## src/rtl/dfdd_window_pkg.sv

```systemverilog
// Shared constants, FSM state type and helpers for the fp16 horizontal window generator.
package dfdd_window_pkg;

  localparam int unsigned FP16_EXP_WIDTH  = 5;
  localparam int unsigned FP16_FRAC_WIDTH = 10;
  localparam int unsigned FP16_WIDTH      = 1 + FP16_FRAC_WIDTH + FP16_EXP_WIDTH;

  localparam logic [FP16_WIDTH-1:0] FP_ZERO = '0;

  typedef enum logic [1:0] {
    StFill,
    StRun,
    StFlush
  } win_state_e;

  function automatic int unsigned half_of(input int unsigned window_width);
    return (window_width - 1) / 2;
  endfunction

endpackage

```

## src/rtl/window_shift_reg.sv

```systemverilog
// Window shift register: shifts toward index 0, with a left-border clear and a zero-in mode.
module window_shift_reg #(
  parameter int unsigned Width = 16,
  parameter int unsigned Depth = 9
) (
  input  logic             clk_i,
  input  logic             rst_i,
  input  logic             shift_i,
  input  logic             clear_i,
  input  logic             zero_in_i,
  input  logic [Width-1:0] data_i,
  output logic [Width-1:0] sr_o [Depth]
);

  logic [Width-1:0] sr_q [Depth];
  logic [Width-1:0] sr_d [Depth];
  logic [Width-1:0] newest;

  assign newest = zero_in_i ? '0 : data_i;

  always_comb begin
    sr_d = sr_q;
    if (shift_i) begin
      // A clear wipes the older entries so the first pixel of a row sees zero padding.
      for (int unsigned k = 0; k + 1 < Depth; k++) begin
        sr_d[k] = clear_i ? '0 : sr_q[k+1];
      end
      sr_d[Depth-1] = newest;
    end
  end

  always_ff @(posedge clk_i or posedge rst_i) begin
    if (rst_i) begin
      for (int unsigned k = 0; k < Depth; k++) begin
        sr_q[k] <= '0;
      end
    end else begin
      sr_q <= sr_d;
    end
  end

  assign sr_o = sr_q;

endmodule

```

## src/rtl/window_gen_h_fp16.sv

```systemverilog
// Raster fp16 stream to centred 1xN horizontal windows with zero-padded row borders.
module window_gen_h_fp16
  import dfdd_window_pkg::*;
#(
  parameter int unsigned EXP_WIDTH     = FP16_EXP_WIDTH,
  parameter int unsigned FRAC_WIDTH    = FP16_FRAC_WIDTH,
  parameter int unsigned WINDOW_WIDTH  = 9,
  parameter int unsigned WINDOW_HEIGHT = 1,
  parameter int unsigned IMAGE_WIDTH   = 640,
  parameter int unsigned IMAGE_HEIGHT  = 480,
  localparam int unsigned FP_WIDTH_REG = 1 + FRAC_WIDTH + EXP_WIDTH,
  localparam int unsigned HALF         = half_of(WINDOW_WIDTH)
) (
  input  logic                    clk_i,
  input  logic                    rst_i,
  input  logic [FP_WIDTH_REG-1:0] data_i,
  input  logic                    valid_i,
  output logic                    ready_o,
  output logic [FP_WIDTH_REG-1:0] window_o [WINDOW_HEIGHT][WINDOW_WIDTH],
  output logic [15:0]             col_o,
  output logic [15:0]             row_o,
  output logic                    valid_o
);

  localparam logic [15:0] LastCol   = 16'(IMAGE_WIDTH - 1);
  localparam logic [15:0] LastRow   = 16'(IMAGE_HEIGHT - 1);
  localparam logic [15:0] HalfW     = 16'(HALF);
  localparam logic [15:0] HalfM1    = 16'(HALF - 1);
  localparam logic [15:0] FlushBase = 16'(IMAGE_WIDTH - HALF);
  localparam bit          NoPad     = (HALF == 0);

  win_state_e  state_q;
  logic [15:0] in_col_q;
  logic [15:0] out_row_q;
  logic [15:0] flush_cnt_q;
  logic [15:0] col_q;
  logic [15:0] row_q;
  logic        valid_q;
  logic        hs;
  logic [15:0] next_row;

  logic [FP_WIDTH_REG-1:0] sr [WINDOW_WIDTH];

  assign ready_o  = (state_q != StFlush);
  assign hs       = valid_i & ready_o;
  assign next_row = (out_row_q == LastRow) ? 16'd0 : out_row_q + 16'd1;

  window_shift_reg #(
    .Width(FP_WIDTH_REG),
    .Depth(WINDOW_WIDTH)
  ) u_shift_reg (
    .clk_i    (clk_i),
    .rst_i    (rst_i),
    .shift_i  (hs | (state_q == StFlush)),
    .clear_i  (hs & (in_col_q == 16'd0)),
    .zero_in_i(state_q == StFlush),
    .data_i   (data_i),
    .sr_o     (sr)
  );

  always_ff @(posedge clk_i or posedge rst_i) begin
    if (rst_i) begin
      state_q     <= StFill;
      in_col_q    <= '0;
      out_row_q   <= '0;
      flush_cnt_q <= '0;
      col_q       <= '0;
      row_q       <= '0;
      valid_q     <= 1'b0;
    end else begin
      valid_q <= 1'b0;
      unique case (state_q)
        StFill, StRun: begin
          if (hs) begin
            // With no padding every accepted pixel is already a window centre.
            if (state_q == StRun || NoPad) begin
              valid_q <= 1'b1;
              col_q   <= in_col_q - HalfW;
              row_q   <= out_row_q;
            end
            if (in_col_q == LastCol) begin
              in_col_q <= '0;
              if (NoPad) begin
                out_row_q <= next_row;
              end else begin
                state_q     <= StFlush;
                flush_cnt_q <= '0;
              end
            end else begin
              in_col_q <= in_col_q + 16'd1;
              if (state_q == StFill && in_col_q == HalfM1) begin
                state_q <= StRun;
              end
            end
          end
        end
        StFlush: begin
          valid_q <= 1'b1;
          col_q   <= FlushBase + flush_cnt_q;
          row_q   <= out_row_q;
          if (flush_cnt_q == HalfM1) begin
            state_q     <= StFill;
            flush_cnt_q <= '0;
            out_row_q   <= next_row;
          end else begin
            flush_cnt_q <= flush_cnt_q + 16'd1;
          end
        end
        default: state_q <= StFill;
      endcase
    end
  end

  always_comb begin
    for (int unsigned h = 0; h < WINDOW_HEIGHT; h++) begin
      for (int unsigned k = 0; k < WINDOW_WIDTH; k++) begin
        window_o[h][k] = sr[k];
      end
    end
  end

  assign col_o   = col_q;
  assign row_o   = row_q;
  assign valid_o = valid_q;

endmodule
```

## config.mk

```make
export PLATFORM = sky130hd
export DESIGN_NAME = window_gen_h_fp16
export DESIGN_NICKNAME = d
export VERILOG_FILES = /design/src/rtl/dfdd_window_pkg.sv /design/src/rtl/window_shift_reg.sv /design/src/rtl/window_gen_h_fp16.sv
export SDC_FILE = /design/constraint.sdc
export NUM_CORES = 1
export LEC_CHECK = 0
export CORE_MARGIN = 2
export CORE_UTILIZATION = 47
export CTS_BUF_LIST = sky130_fd_sc_hd__clkbuf_16
export DETAILED_ROUTE_END_ITERATION = 16
export GPL_TIMING_DRIVEN = 1
export PLACE_DENSITY = 0.77
export SLEW_MARGIN = 25
export SYNTH_ARGS = -nofsm -noshare
export SYNTH_HDL_FRONTEND = slang
export SYNTH_SLANG_ARGS = --single-unit
```

## constraint.sdc

```tcl
create_clock -name clk_i -period 7.9 [get_ports clk_i]
set_input_delay 1.58 -clock clk_i [delete_from_list [all_inputs] [get_ports clk_i]]
set_output_delay 1.58 -clock clk_i [all_outputs]
set_load 0.005 [all_outputs]
```

# Word-level counts from Yosys, hierarchy flattened
# Index checks and enable logic that the tools add are counted.
classes:
  add_sub_neg: 5
  eq_ne: 12
  n_mux: 29
  n_bitwise: 3
  reduce_logical: 10
ops:
  columns: ["operator", "n"]
  rows:
  - ["$mux 16", 18]
  - ["$pmux 16 s2", 3]
  - ["$add 16x1->16 const B", 3]
  - ["$eq 16x2->1 const B", 2]
  - ["$add 10x16->16 const A", 1]
  - ["$eq 16x10->1 const B", 1]
  - ["$eq 16x9->1 const B", 1]
  - ["$logic_not 16->1", 1]
  - ["$sub 16x3->16 const B", 1]
  - ["$ne 2x2->1 const B", 5]
  - ["$reduce_and 3->1", 3]
  - ["$mux 2", 4]
  - ["$pmux 2 s2", 1]
  - ["$reduce_and 2->1", 2]
  - ["$ne 3x3->1 const B", 1]
  - ["$and 1x1->1", 2]
  - ["$eq 2x1->1 const B", 1]
  - ["$eq 2x2->1 const B", 1]
  - ["$logic_not 2->1", 1]
  - ["$mux 1", 2]
  - ["$pmux 1 s2", 1]
  - ["$reduce_bool 2->1", 1]
  - ["$reduce_or 2->1", 1]
  - ["$logic_and 1x1->1", 1]
  - ["$or 1x1->1", 1]
word_totals:
  ff_bits: 227
  input_bits: 19
  output_inout_bits: 178
  wordCells: 75

# Longest topological paths before layout
logic_depth:
  depth_word: 6
  depth_mapped: 9
  ltp_nobuf: 7

# Hierarchy
# Synthesis repeated with hierarchy kept, for this count alone.
unflattened:
  cells_unflattened: 893
  hier_area_um2: 9979.6
by_module_without_submodules:
  columns: ["module", "n_inst", "cells_per_inst", "area_each_um2", "seq_area_each_um2"]
  rows:
  - ["window_shift_reg", 1, 390, 5312.6, 3603.5]
  - ["window_gen_h_fp16", 1, 503, 4667.0, 2077.0]

# Worst setup path after synthesis
# No wires, ideal clock.
synth_timing:
  path_type: "input-to-reg"
  from: "in valid_i"
  to: "reg flush_cnt_q[13]"
  setup_ns: 0.127
  arrival_time_ns: 2.669
  required_time_ns: 7.773
  setup_slack_ns: 5.104
  cell_stages: 5
  path_buffers: 0
  cell_sequence: "nand2b_1 > a2111oi_1 > nand3_1 > a21oi_1 > o21ai_0"
synth_between:
  elab_chain_cells: 3
synth_lines:
  columns: ["item", "line_no", "text"]
  rows:
  - ["start, declared", "window_gen_h_fp16.sv:17", "input logic valid_i,"]
  - ["$and 1x1->1", "window_gen_h_fp16.sv:45", "assign hs = valid_i & ready_o;"]
  - ["$ne 2x2->1 (no source line)", null, null]
  - ["$reduce_and 3->1 (no source line)", null, null]
  - ["end signal, assigned", "window_gen_h_fp16.sv:106", "flush_cnt_q <= flush_cnt_q + 16'd1;"]
  - ["end, declared", "window_gen_h_fp16.sv:35", "logic [15:0] flush_cnt_q;"]
# No other way between the ends.
# A chain may end at the register's enable or synchronous reset.

# Final worst setup path
layout_timing:
  from: "reg state_q[0]"
  to: "out ready_o"
layout_between:
  elab_chain_cells: 1
layout_lines:
  columns: ["item", "line_no", "text"]
  rows:
  - ["start, declared", "window_gen_h_fp16.sv:32", "win_state_e state_q;"]
  - ["start signal, assigned", "window_gen_h_fp16.sv:63", "state_q <= StFill;"]
  - ["start signal, assigned", "window_gen_h_fp16.sv:86", "state_q <= StFlush;"]
  - ["start signal, assigned", "window_gen_h_fp16.sv:92", "state_q <= StRun;"]
  - ["$ne 2x2->1", "window_gen_h_fp16.sv:44", "assign ready_o = (state_q != StFlush);"]
  - ["end, declared", "window_gen_h_fp16.sv:18", "output logic ready_o,"]
# No other way between the ends.

==> impl_metrics.py <==
metrics = {
    "pwr": {
        "vdd_drop_max_v": 0.0001995,
        "power_density_nw_per_um2": 380.2,
        "p_leak_nw": 5.644,
    },
    "route": {
        "drc": 0,
        "drtIter0Drc": 374,
        "antenna_left": 0,
        "vias_per_cell": 5.660,
        "routed.top_layer": "met4",
        "drtPass1Iterations": 4,
        "finalWirelength_um": 23150,
        "wl_met1_um": 10390,
        "met2_length_um": 10820,
        "met3WireLength_um": 1073,
        "post_drt_wl_per_cell_um": 18.11,
        "vias": 7233,
    },
    "clock_network": {
        "cts_buffers": 24,
        "ctsHoldBuffers": 0,
        "clockBufferDepth": 3,
        "clk-insertion-delay-late_ps": 520,
        "htreeDepth": 1,
        "post_cts_resize_count": 0,
        "cts_root_buf": "clkbuf_16",
        "clock-sinks": 227,
        "cts_setup_buffers": 0,
        "cts_tree": "yes",
        "clkTransAtPathRegs_ps": 60,
    },
    "timing": {
        "period_share_pct": 46.55,
        "fin_setup_tns_ps": 0,
        "setup_viol": 0,
        "hold_viol": 0,
        "drv_slew": 0,
        "tightest_slew_ps": 851.5,
        "max-slew-margin-rel_pct": 42.71,
        "finalCriticalPeriod_ps": 3677,
        "fmax_mhz": 272.0,
        "rsz0062_at_grt": "false",
        "finClkSkew_ps": 8.143,
    },
    "logic_synthesis": {
        "synth_edf_count": 0,
        "netlist_area_sq_um": 9841,
        "async_flop_share_pct": 100.0,
        "synth_flop_cell": "dfrtp_1",
        "ys_seq_elements": 227,
        "synth-warning-count": 0,
        "avgSynthCellArea_sq_um": 11.93,
        "syn-num-nets": 856,
        "ys_seq_area_share_pct": 57.72,
        "syn_inst": 825,
        "ys_types": 64,
    },
    "worst_hold_path": {
        "hold_path.startpoint": "col_o[7]$_DFFE_PP0P_",
        "hold_depth": 2,
        "hold_path_end": "col_o[7]$_DFFE_PP0P_",
        "hold_class": "register to register",
    },
    "cells_and_area": {
        "final_common_cell": "dfrtp_1",
        "layout-drive-gt1-share_pct": 7.341,
        "mostFrequentLayoutCells": "dfrtp_1 (227), clkdlybuf4s50_1 (196), a22o_1 (136)",
        "final_nets": 1022,
        "n_antenna_cell": 0,
        "fin_cells": 1278,
        "area_growth_pct": 28.76,
    },
    "floorplanning": {
        "rows": 52,
        "core_sq_um": 20360,
        "start_util_pct": 48.32,
        "dieArea_sq_um": 22110,
        "die_w_um": 148.7,
        "die_height_um": 148.7,
        "ios": 197,
    },
    "placement": {
        "dp_hpwl_um": 15950,
        "gp_congestion": 0.9141,
        "numPlacedInstances": 1235,
        "port_buffers": 196,
    },
    "worst_setup_path": {
        "timing.rr.end": "row_o[9]$_DFFE_PP0P_",
        "worstPathCellList": "inv_1, ha_1, clkinv_1, clkdlybuf4s50_1",
        "slowest_stage": "clkdlybuf4s50_1",
        "arrival_ps": 2100,
        "r2r_slack_ps": 5000,
        "r2r_cells": 8,
        "crit_path_end_kind": "output port",
        "timing.rr.start": "state_q[0]$_DFFE_PP0P_",
        "crit_type": "register to output port",
        "worstPathMaxFanout": 10,
        "critPathMaxStageDelay_ps": 570,
        "cp-start-kind": "register",
        "crit_required_ps": 6320,
    },
    "grt": {
        "first_global_vias": 6986,
        "track_usage_pct": 20.84,
        "grt_max_degree": 116,
        "grt_pass1_wl_um": 37410,
        "overflow": 0,
        "antenna_found_initial": 0,
    },
    "flow_run": {
        "max_cap_violations": 0,
    },
    "outcome": {
        "outcome": "completed",
    },
}
## report_power, final
| group | internal (mW) | total (mW) | switching [mW] |
|---|---|---|---|
| sequential | 1.54 | 1.89 | 0.351 |
| combinational | 0.992 | 1.77 | 0.774 |
| clock | 0.714 | 1.16 | 0.447 |
## registers in the layout, indices dropped and copies added, names as in the netlist
register and count:
col_o 16, state_q 2, in_col_q 16, u_shift_reg.sr_o 144, out_row_q 16, row_o 16, flush_cnt_q 16, valid_o 1
## final cells by class
class                           count  area, sq um
Inverter                           13        56.30
Clock inverter                     19        219.0
Clock buffer                       24        600.6
Fill cell                        1657         7694
Sequential cell                   227         5680
Multi-Input combinational cell    521         3755
Tap cell                          270        337.8
Timing Repair Buffer              204         2022
## worst max path at each step
stage	startpoint	end	slack (ps)	cells after the start
6_report	state_q[0]$_DFFE_PP0P_	ready_o	4220	4
5_1_grt	state_q[0]$_DFFE_PP0P_	ready_o	4130	4
4_1_cts	state_q[0]$_DFFE_PP0P_	ready_o	4200	4
3_5_place_dp	valid_i	u_shift_reg.sr_o[84]$_DFFE_PP0P_	3900	5
3_3_place_gp	valid_i	u_shift_reg.sr_o[117]$_DFFE_PP0P_	3940	5
2_1_floorplan	rst_i	col_o[0]$_DFFE_PP0P_	100	1
## cells in the mapped netlist (4+ instances only)
cell	count	area (sq um)
dfrtp_1	227	5680
a22o_1	136	1191
nand2_1	51	191.4
nor2_1	46	172.7
clkbuf_1	37	138.9
o21ai_0	34	170.2
xnor2_1	27	236.5
nand4_1	24	150.1
nand3_1	21	105.1
mux2_2	19	214.0
mux2i_1	19	190.2
buf_6	15	168.9
nor3_1	13	65.06
a21oi_1	12	60.06
ha_1	12	150.1
inv_1	12	45.04
xor2_1	12	105.1
and3_1	8	50.05
a31oi_1	6	37.54
buf_2	6	30.03
nor2b_1	6	37.54
nor4_1	5	31.28
o31ai_1	5	37.54
a21o_1	4	30.03
and2_1	4	25.02
and4_1	4	35.03
nand2b_1	4	25.02
or3_1	4	25.02
## cell families (layout without fill, tap and decap cells)
kind of cell             after synthesis  after routing  share of synthesized area (%)
flip-flops                           227            227                          57.72
AO/OA/AOI/OAI                        220            220                          17.50
AND/OR/NAND/NOR                      212            212                          11.40
buffers and inverters                 77            260                          4.272
XOR/XNOR                              39             39                          3.471
multiplexers                          38             38                          4.107
adder cells (fa/ha/maj)               12             12                          1.526
## per-layer routing
layer	up-vias	global-route usage, %
met4	0	8.238
met1	3570	29.68
met3	56	3.098
li1	3396	-
met5	-	0
met2	211	32.43
## worst max-delay path: cells and delay by family, from the launching register on
kind                     cells  cell delay (ps)
flip-flops                   1              410
adder cells (fa/ha/maj)      1              180
buffers and inverters        3             1000
## through the flow
stage / utilization (%) / instance area [sq um] / power (mW) / hold WS, ps / setup WS (ps)
2_1_floorplan: - / 9841 / 2.733 / 463.9 / 100.5
5_1_grt: 62.22 / 12670 / 5.112 / 518.6 / 4132
3_3_place_gp: 58.20 / 11850 / 3.634 / 460.8 / 3942
3_5_place_dp: 58.20 / 11850 / 3.686 / 470.5 / 3895
6_report: 62.22 / 12670 / 4.818 / 481.0 / 4223
4_1_cts: 62.22 / 12670 / 4.871 / 488.9 / 4197
(Power assumes the default switching activity.)
